### config.mk
export PLATFORM = sky130hd
export DESIGN_NAME = mdu_hilo_ctrl_flat
export DESIGN_NICKNAME = d
export VERILOG_FILES = /design/src/rtl/mdu_pkg.sv /design/src/rtl/mdu_hilo_ctrl_if.sv /design/src/rtl/mdu_hilo_ctrl_div_iter.sv /design/src/rtl/mdu_hilo_ctrl.sv /design/src/flat_wrapper.sv
export SDC_FILE = /design/constraint.sdc
export NUM_CORES = 2
export LEC_CHECK = 0
export ABC_AREA = 1
export ABC_CLOCK_PERIOD_IN_PS = 13400
export BUFFER_PORTS_ARGS = -buffer_cell sky130_fd_sc_hd__buf_4
export CORE_MARGIN = 4
export CORE_UTILIZATION = 50
export DETAILED_ROUTE_END_ITERATION = 10
export HOLD_SLACK_MARGIN = 0.15
export PLACE_DENSITY = 0.68
export SLEW_MARGIN = 20
export SYNTH_ARGS = -nofsm -noshare
export SYNTH_HDL_FRONTEND = slang
export SYNTH_SLANG_ARGS = --single-unit
### constraint.sdc
create_clock -name clk -period 13.4 [get_ports clk]
set_input_delay 2.68 -clock clk [delete_from_list [all_inputs] [get_ports clk]]
set_output_delay 2.68 -clock clk [all_outputs]
set_load 0.02 [all_outputs]
### src/rtl/mdu_pkg.sv
// Shared encodings for the MIPS multiply/divide HI/LO controller.
package mdu_pkg;

    typedef enum logic [2:0] {
        MDU_MULT  = 3'd0,
        MDU_MULTU = 3'd1,
        MDU_DIV   = 3'd2,
        MDU_DIVU  = 3'd3,
        MDU_MTHI  = 3'd4,
        MDU_MTLO  = 3'd5
    } mdu_op_e;

    typedef enum logic [1:0] {
        IDLE = 2'd0,
        MUL  = 2'd1,
        DIV  = 2'd2,
        DONE = 2'd3
    } mdu_state_e;

    localparam int DIV_STEPS = 32;

    // Low 64 bits of a 64x64 product equal the exact 32x32 product once the
    // operands are sign- or zero-extended.
    function automatic logic [63:0] mdu_mul64(input logic [31:0] a,
                                              input logic [31:0] b,
                                              input logic        sgn);
        logic signed [63:0] ea;
        logic signed [63:0] eb;
        ea = {{32{sgn & a[31]}}, a};
        eb = {{32{sgn & b[31]}}, b};
        return ea * eb;
    endfunction

endpackage

### src/rtl/mdu_hilo_ctrl_if.sv
// EX-stage <-> MDU bundle: instruction operands in, stall and HI/LO out.
interface mdu_hilo_ctrl_if;

    logic        op_valid;
    logic [2:0]  op_code;
    logic [31:0] src_a;
    logic [31:0] src_b;
    logic        flush;
    logic        stall_o;
    logic        busy_o;
    logic [31:0] hi_o;
    logic [31:0] lo_o;

    modport master (
        output op_valid, op_code, src_a, src_b, flush,
        input  stall_o, busy_o, hi_o, lo_o
    );

    modport slave (
        input  op_valid, op_code, src_a, src_b, flush,
        output stall_o, busy_o, hi_o, lo_o
    );

endinterface

### src/rtl/mdu_hilo_ctrl_div_iter.sv
// Unsigned 32-step restoring divider core; one quotient bit per cycle.
module div_iter
    import mdu_pkg::*;
(
    input  logic        clk,
    input  logic        rst,
    input  logic        start_i,
    input  logic        abort_i,
    input  logic [31:0] dividend_i,
    input  logic [31:0] divisor_i,
    output logic        done_o,
    output logic [31:0] quot_o,
    output logic [31:0] rem_o
);

    localparam int CNT_W = $clog2(DIV_STEPS);

    logic             running_q;
    logic [CNT_W-1:0] cnt_q;
    logic [31:0]      quot_q, quot_d;
    logic [31:0]      rem_q, rem_d;
    logic [31:0]      divisor_q;
    logic [32:0]      shifted;
    logic             ge;

    // Shift next dividend bit into the partial remainder, subtract if it fits.
    always_comb begin
        shifted = {rem_q, quot_q[31]};
        ge      = shifted >= {1'b0, divisor_q};
        rem_d   = ge ? 32'(shifted - {1'b0, divisor_q}) : shifted[31:0];
        quot_d  = {quot_q[30:0], ge};
    end

    always_ff @(posedge clk or posedge rst) begin
        if (rst) begin
            running_q <= 1'b0;
            cnt_q     <= '0;
            quot_q    <= '0;
            rem_q     <= '0;
            divisor_q <= '0;
        end else if (abort_i) begin
            running_q <= 1'b0;
            cnt_q     <= '0;
            quot_q    <= '0;
            rem_q     <= '0;
        end else if (start_i) begin
            running_q <= 1'b1;
            cnt_q     <= '0;
            quot_q    <= dividend_i;
            rem_q     <= '0;
            divisor_q <= divisor_i;
        end else if (running_q) begin
            quot_q <= quot_d;
            rem_q  <= rem_d;
            cnt_q  <= cnt_q + 1'b1;
            if (done_o) begin
                running_q <= 1'b0;
            end
        end
    end

    assign done_o = running_q && (cnt_q == CNT_W'(DIV_STEPS - 1));
    assign quot_o = quot_q;
    assign rem_o  = rem_q;

endmodule

### src/rtl/mdu_hilo_ctrl.sv
// MIPS MDU controller: owns HI/LO, sequences multiply/divide, stalls the front end.
// Build option MDU_MUL_MULTICYCLE_EN selects the MUL_LAT-stage multiplier.
module mdu_hilo_ctrl #(
    parameter int MUL_LAT = 2
) (
    input  logic           clk,
    input  logic           rst,
    mdu_hilo_ctrl_if.slave bus
);
    import mdu_pkg::*;

    if (MUL_LAT < 1) begin : g_lat_check
        $error("MUL_LAT must be at least 1");
    end

    mdu_state_e  state_q, state_d;
    logic [31:0] hi_q, hi_d, lo_q, lo_d;
    logic        busy_q;
    logic [31:0] opa_q, opb_q;
    logic        sgn_q;
    logic        stall;
    logic        start_op;
    logic        start_div;
    logic        op_sgn;
    logic        div_done;
    logic [31:0] quot, rem;
    logic [31:0] div_hi, div_lo;

    function automatic logic [31:0] neg32(input logic [31:0] v);
        return ~v + 32'd1;
    endfunction

    function automatic logic [31:0] mag32(input logic [31:0] v, input logic sgn);
        return (sgn && v[31]) ? neg32(v) : v;
    endfunction

    assign op_sgn = (bus.op_code == MDU_MULT) || (bus.op_code == MDU_DIV);

    div_iter u_div (
        .clk        (clk),
        .rst        (rst),
        .start_i    (start_div),
        .abort_i    (bus.flush),
        .dividend_i (mag32(bus.src_a, op_sgn)),
        .divisor_i  (mag32(bus.src_b, op_sgn)),
        .done_o     (div_done),
        .quot_o     (quot),
        .rem_o      (rem)
    );

    // Divide-by-zero bypasses the core result so the signed case stays raw.
    always_comb begin
        if (opb_q == '0) begin
            div_hi = opa_q;
            div_lo = '1;
        end else begin
            div_lo = (sgn_q && (opa_q[31] ^ opb_q[31])) ? neg32(quot) : quot;
            div_hi = (sgn_q && opa_q[31]) ? neg32(rem) : rem;
        end
    end

`ifdef MDU_MUL_MULTICYCLE_EN
    localparam int MCNT_W = $clog2(MUL_LAT + 1);

    logic [63:0]       prod_q [MUL_LAT];
    logic [MCNT_W-1:0] mul_cnt_q;
    logic              op_div_q;

    always_ff @(posedge clk or posedge rst) begin
        if (rst) begin
            for (int k = 0; k < MUL_LAT; k++) prod_q[k] <= '0;
            mul_cnt_q <= '0;
            op_div_q  <= 1'b0;
        end else begin
            prod_q[0] <= mdu_mul64(opa_q, opb_q, sgn_q);
            for (int k = 1; k < MUL_LAT; k++) prod_q[k] <= prod_q[k-1];
            mul_cnt_q <= (state_q == MUL && !bus.flush) ? mul_cnt_q + 1'b1 : '0;
            if (start_op) op_div_q <= start_div;
        end
    end
`endif

    always_comb begin
        state_d   = state_q;
        hi_d      = hi_q;
        lo_d      = lo_q;
        stall     = 1'b0;
        start_op  = 1'b0;
        start_div = 1'b0;
        case (state_q)
            IDLE: if (bus.op_valid) begin
                case (bus.op_code)
                    MDU_MTHI: hi_d = bus.src_a;
                    MDU_MTLO: lo_d = bus.src_a;
                    MDU_DIV, MDU_DIVU: begin
                        state_d   = DIV;
                        stall     = 1'b1;
                        start_op  = 1'b1;
                        start_div = 1'b1;
                    end
                    MDU_MULT, MDU_MULTU: begin
`ifdef MDU_MUL_MULTICYCLE_EN
                        state_d  = MUL;
                        stall    = 1'b1;
                        start_op = 1'b1;
`else
                        {hi_d, lo_d} = mdu_mul64(bus.src_a, bus.src_b, op_sgn);
`endif
                    end
                    default: ;
                endcase
            end
            MUL: begin
`ifdef MDU_MUL_MULTICYCLE_EN
                stall = 1'b1;
                if (mul_cnt_q == MCNT_W'(MUL_LAT - 1)) state_d = DONE;
`else
                state_d = IDLE;
`endif
            end
            DIV: begin
                stall = 1'b1;
                if (div_done) state_d = DONE;
            end
            DONE: begin
`ifdef MDU_MUL_MULTICYCLE_EN
                {hi_d, lo_d} = op_div_q ? {div_hi, div_lo} : prod_q[MUL_LAT-1];
`else
                {hi_d, lo_d} = {div_hi, div_lo};
`endif
                state_d = IDLE;
            end
            default: state_d = IDLE;
        endcase
        // Flush cancels whatever was decided above, including an accept.
        if (bus.flush) begin
            state_d   = IDLE;
            hi_d      = hi_q;
            lo_d      = lo_q;
            stall     = 1'b0;
            start_op  = 1'b0;
            start_div = 1'b0;
        end
    end

    always_ff @(posedge clk or posedge rst) begin
        if (rst) begin
            state_q <= IDLE;
            hi_q    <= '0;
            lo_q    <= '0;
            busy_q  <= 1'b0;
            opa_q   <= '0;
            opb_q   <= '0;
            sgn_q   <= 1'b0;
        end else begin
            state_q <= state_d;
            hi_q    <= hi_d;
            lo_q    <= lo_d;
            busy_q  <= (state_d != IDLE);
            if (start_op) begin
                opa_q <= bus.src_a;
                opb_q <= bus.src_b;
                sgn_q <= op_sgn;
            end
        end
    end

    assign bus.stall_o = stall;
    assign bus.busy_o  = busy_q;
    assign bus.hi_o    = hi_q;
    assign bus.lo_o    = lo_q;

endmodule

### src/flat_wrapper.sv
// flat-port wrapper written by rule: the top's interface ports become plain ports
module mdu_hilo_ctrl_flat import mdu_pkg::*;
#(
    parameter int MUL_LAT = 2
)
  (clk, rst, bus_op_valid, bus_op_code, bus_src_a, bus_src_b, bus_flush, bus_stall_o, bus_busy_o, bus_hi_o, bus_lo_o);
  mdu_hilo_ctrl_if bus_i ();
  input  logic clk;
  input  logic rst;
  input wire logic [$bits(bus_i.op_valid)-1:0] bus_op_valid;
  input wire logic [$bits(bus_i.op_code)-1:0] bus_op_code;
  input wire logic [$bits(bus_i.src_a)-1:0] bus_src_a;
  input wire logic [$bits(bus_i.src_b)-1:0] bus_src_b;
  input wire logic [$bits(bus_i.flush)-1:0] bus_flush;
  output wire logic [$bits(bus_i.stall_o)-1:0] bus_stall_o;
  output wire logic [$bits(bus_i.busy_o)-1:0] bus_busy_o;
  output wire logic [$bits(bus_i.hi_o)-1:0] bus_hi_o;
  output wire logic [$bits(bus_i.lo_o)-1:0] bus_lo_o;
  assign bus_i.op_valid = bus_op_valid;
  assign bus_i.op_code = bus_op_code;
  assign bus_i.src_a = bus_src_a;
  assign bus_i.src_b = bus_src_b;
  assign bus_i.flush = bus_flush;
  assign bus_stall_o = bus_i.stall_o;
  assign bus_busy_o = bus_i.busy_o;
  assign bus_hi_o = bus_i.hi_o;
  assign bus_lo_o = bus_i.lo_o;
  mdu_hilo_ctrl #(.MUL_LAT(MUL_LAT)) u_core (.clk(clk), .rst(rst), .bus(bus_i));
endmodule
==> flow_summary_export.csv <==
group,metric,value,unit
run_status,status,"finished, final reports clean",
floorplan,die-area,118000,um2
synth,post_synth.cell_area_avg,7.56,um2
cts,post_cts_buffers,0,
critical_path,end_kind,"flop",
sta,clock_skew,52.9,ps
synth,ys_warn_count,0,
cts,clkTransAtPathRegs,70,ps
sta,relSlewSlack,0.210,
cts,cts_root_buf,"clkbuf_16",
cts,holdBufCountCts,0,
cts,cts_tree,"done",
placed_design,gp_congestion,1.00,
cts,cts.repair.resized,0,
critical_path,reg2reg_setup_slack,9200,ps
synth,synth.net_count,8870,
placed_design,hpwl,158,mm
layout,nets,8708,
critical_path,slowest_stage,"fa_1",
critical_path,required,13910,ps
routing,drtIter0Drc,5150,
critical_path,crit_buf_inv,7,
synth,synth_flop_cell,"dfrtp_1",
sta,finalSetupTns,0,ps
floorplan,die_h,343,um
sta,max_freq,92.0,MHz
placed_design,portBuffers,136,
synth,synth.distinct_cells,59,
cts,clk_path_buf_depth,3,
floorplan,core_area,111000,um2
critical_path,max_stage_delay,880,ps
sta,post-route-period-util,0.811,
sta,hold_viol,0,
synth,synth_seq_cells,233,
critical_path,cp_top_family,"adder cells",
cts,cts_sinks,233,
flow_run,drv_cap,0,
sta,setup_viol,0,
routing,drc_errors,0,
worst_hold_path,hold_class,"flop to flop",
global_route,overflow,0,
critical_path,start_kind,"input port",
global_route,grt_pass1_wl,307,mm
critical_path,critPathKind,"input port to flop",
routing,detail-route-antenna-nets,0,
floorplan,boundaryPins,137,
cts,htreeDepth,1,
floorplan,initial_utilization,0.505,
layout,synthToLayoutAreaGrowth,4.79,%
cts,cts-buffers-inserted,26,
routing,wire_per_inst,22.7,um
synth,ys_seq_area_frac,0.104,
global_route,grt_pass1_vias,50500,
sta,rsz0062_at_grt,"false",
synth,async_flop_share,1.00,
synth,synth_cells,7420,
layout,final_layout_size_suffix_gt1_frac,0.0414,
routing,vias,48800,
synth,synth_edf_count,0,
critical_path,arrival,11370,ps
sta,fin_crit,10860,ps
synth,syn_area,56100,um2
global_route,track_usage,0.344,
critical_path,cp_max_fo,35,
floorplan,dieWidth,343,um
cts,clock_latency,610,ps
routing,totalWireLength,199,mm
floorplan,num_rows,122,
sta,slew_violations,0,
sta,worst_pin_slew,1180,ps
layout,fillers,10900,
routing,first_pass_iters,8,
critical_path,crit_top_cell,"fa_1",
global_route,grt_max_degree,101,
routing,vias_per_cell,5.56,
global_route,antenna_found_initial,7,
routing by layer:
layer | wire [um] | track usage
met4 | 11200 | 0.155
met1 | 80300 | 0.478
met2 | 87500 | 0.525
met3 | 19800 | 0.0682
met5 | 16 | 0
synthesized netlist by cell type, types with 3 or more instances:
cell | instances | area, um2
a211oi_1 | 3 | 22.5
a21boi_0 | 3 | 22.5
a21o_1 | 6 | 45.0
a21oi_1 | 295 | 1480
a22o_1 | 5 | 43.8
a31oi_1 | 19 | 119
buf_1 | 106 | 398
buf_2 | 46 | 230
buf_4 | 3 | 22.5
buf_6 | 3 | 33.8
clkbuf_1 | 207 | 777
clkinv_1 | 3 | 11.3
dfrtp_1 | 233 | 5830
fa_1 | 1126 | 22500
ha_1 | 253 | 3170
inv_1 | 1862 | 6990
inv_2 | 13 | 48.8
nand2_1 | 1925 | 7230
nand2_2 | 6 | 37.5
nand3_1 | 250 | 1250
nand3_2 | 10 | 100
nand3b_1 | 8 | 60.1
nand4_1 | 47 | 294
nor2_1 | 422 | 1580
nor2_2 | 5 | 31.3
nor2_4 | 6 | 67.6
nor3_1 | 25 | 125
nor3_2 | 11 | 110
nor3_4 | 6 | 97.6
nor4_1 | 16 | 100
o2111ai_1 | 5 | 43.8
o211ai_1 | 53 | 398
o21a_1 | 10 | 75.1
o21ai_0 | 228 | 1140
o21ai_1 | 32 | 160
o21bai_1 | 19 | 143
o221ai_1 | 17 | 149
o22ai_1 | 14 | 87.6
o311ai_1 | 8 | 70.1
o31ai_1 | 3 | 22.5
or2_2 | 6 | 37.5
xnor2_1 | 31 | 272
xor2_1 | 52 | 455
registers in the layout, summed over array words and instances, names as in the netlist:
register and flops:
u_core.sgn_q 1, u_core.u_div.quot_o 32, u_core.u_div.cnt_q 5, u_core.bus.busy_o 1, u_core.state_q 2, u_core.u_div.divisor_q 32
u_core.bus.hi_o 32, u_core.u_div.running_q 1, u_core.opb_q 31, u_core.u_div.rem_o 32, u_core.opa_q 32, u_core.bus.lo_o 32
layout make-up:
cell class,count,area [um2],share of cell area
antenna,9,22.5,0.000383
clock buffer,35,754,0.0128
clock inverter,13,168,0.00285
inverter,1880,7070,0.120
multi-input combinational,4942,41800,0.711
sequential,233,5830,0.0991
tap,1488,1860,0.0317
timing repair buffer,175,1310,0.0223
placed cells by master (no fill, tap or decap), types with 8 or more instances in the layout:
cell type	instances
a31oi_1	19
o221ai_1	17
nand3_1	250
o21a_1	10
nor3_1	25
fa_1	1126
dfrtp_1	233
nor2_1	420
nand2_1	1923
ha_1	253
inv_2	14
nand2_2	8
o211ai_1	53
o21bai_1	19
o21ai_1	32
o311ai_1	8
nor3_2	10
xor2_1	52
inv_1	1860
nand3b_1	8
o22ai_1	14
a21oi_1	295
nand3_2	10
buf_4	175
diode_2	9
xnor2_1	31
clkbuf_16	26
o21ai_0	228
nand4_1	47
nor4_1	16
stage by stage:
step           cells  setup slack (ps)  instance area [um2]  hold slack (ps)  utilization
2_1_floorplan   7420              3320                56100              442            -
3_3_place_gp    8718              2060                57900              458        0.521
3_5_place_dp    8718              1970                57900              464        0.521
4_1_cts         8766              2590                58800              477        0.529
5_1_grt         8767              2110                58800              499        0.529
6_report        8775              2540                58800              474        0.529
cells by family (layout without fill, tap and decap cells):
kind of cell             after synthesis  count (layout)  share of synthesized area
other                                  0               9                          0
adder cells (fa/ha/maj)             1379            1379                      0.458
AND/OR/NAND/NOR                     2755            2755                      0.200
AO/OA/AOI/OAI                        725             725                     0.0727
flip-flops                           233             233                      0.104
XOR/XNOR                              83              83                     0.0130
buffers and inverters               2245            2103                      0.152
tightest hold or removal path: stages, from the launching register on:
cell and delay, ps:
dfrtp_1 340, nand2_1 50, nand2_1 50
path summary, 6_finish.rpt:
path | startpoint | end | cells past startpoint
hold / removal | u_core.opb_q[28] | u_core.opb_q[28] | 2
hold reg to reg | u_core.opb_q[28] | u_core.opb_q[28] | 2
min in group asynchronous | rst | u_core.bus.lo_o[19] | 2
setup reg to reg | u_core.state_q[1] | u_core.u_div.divisor_q[6] | 11
setup / recovery | bus_src_a[31] | u_core.bus.hi_o[25] | 31
max in group asynchronous | rst | u_core.u_div.divisor_q[26] | 4
Power is not shown: default switching activity piles up to over one toggle a cycle in this logic, so the estimate is an artifact.
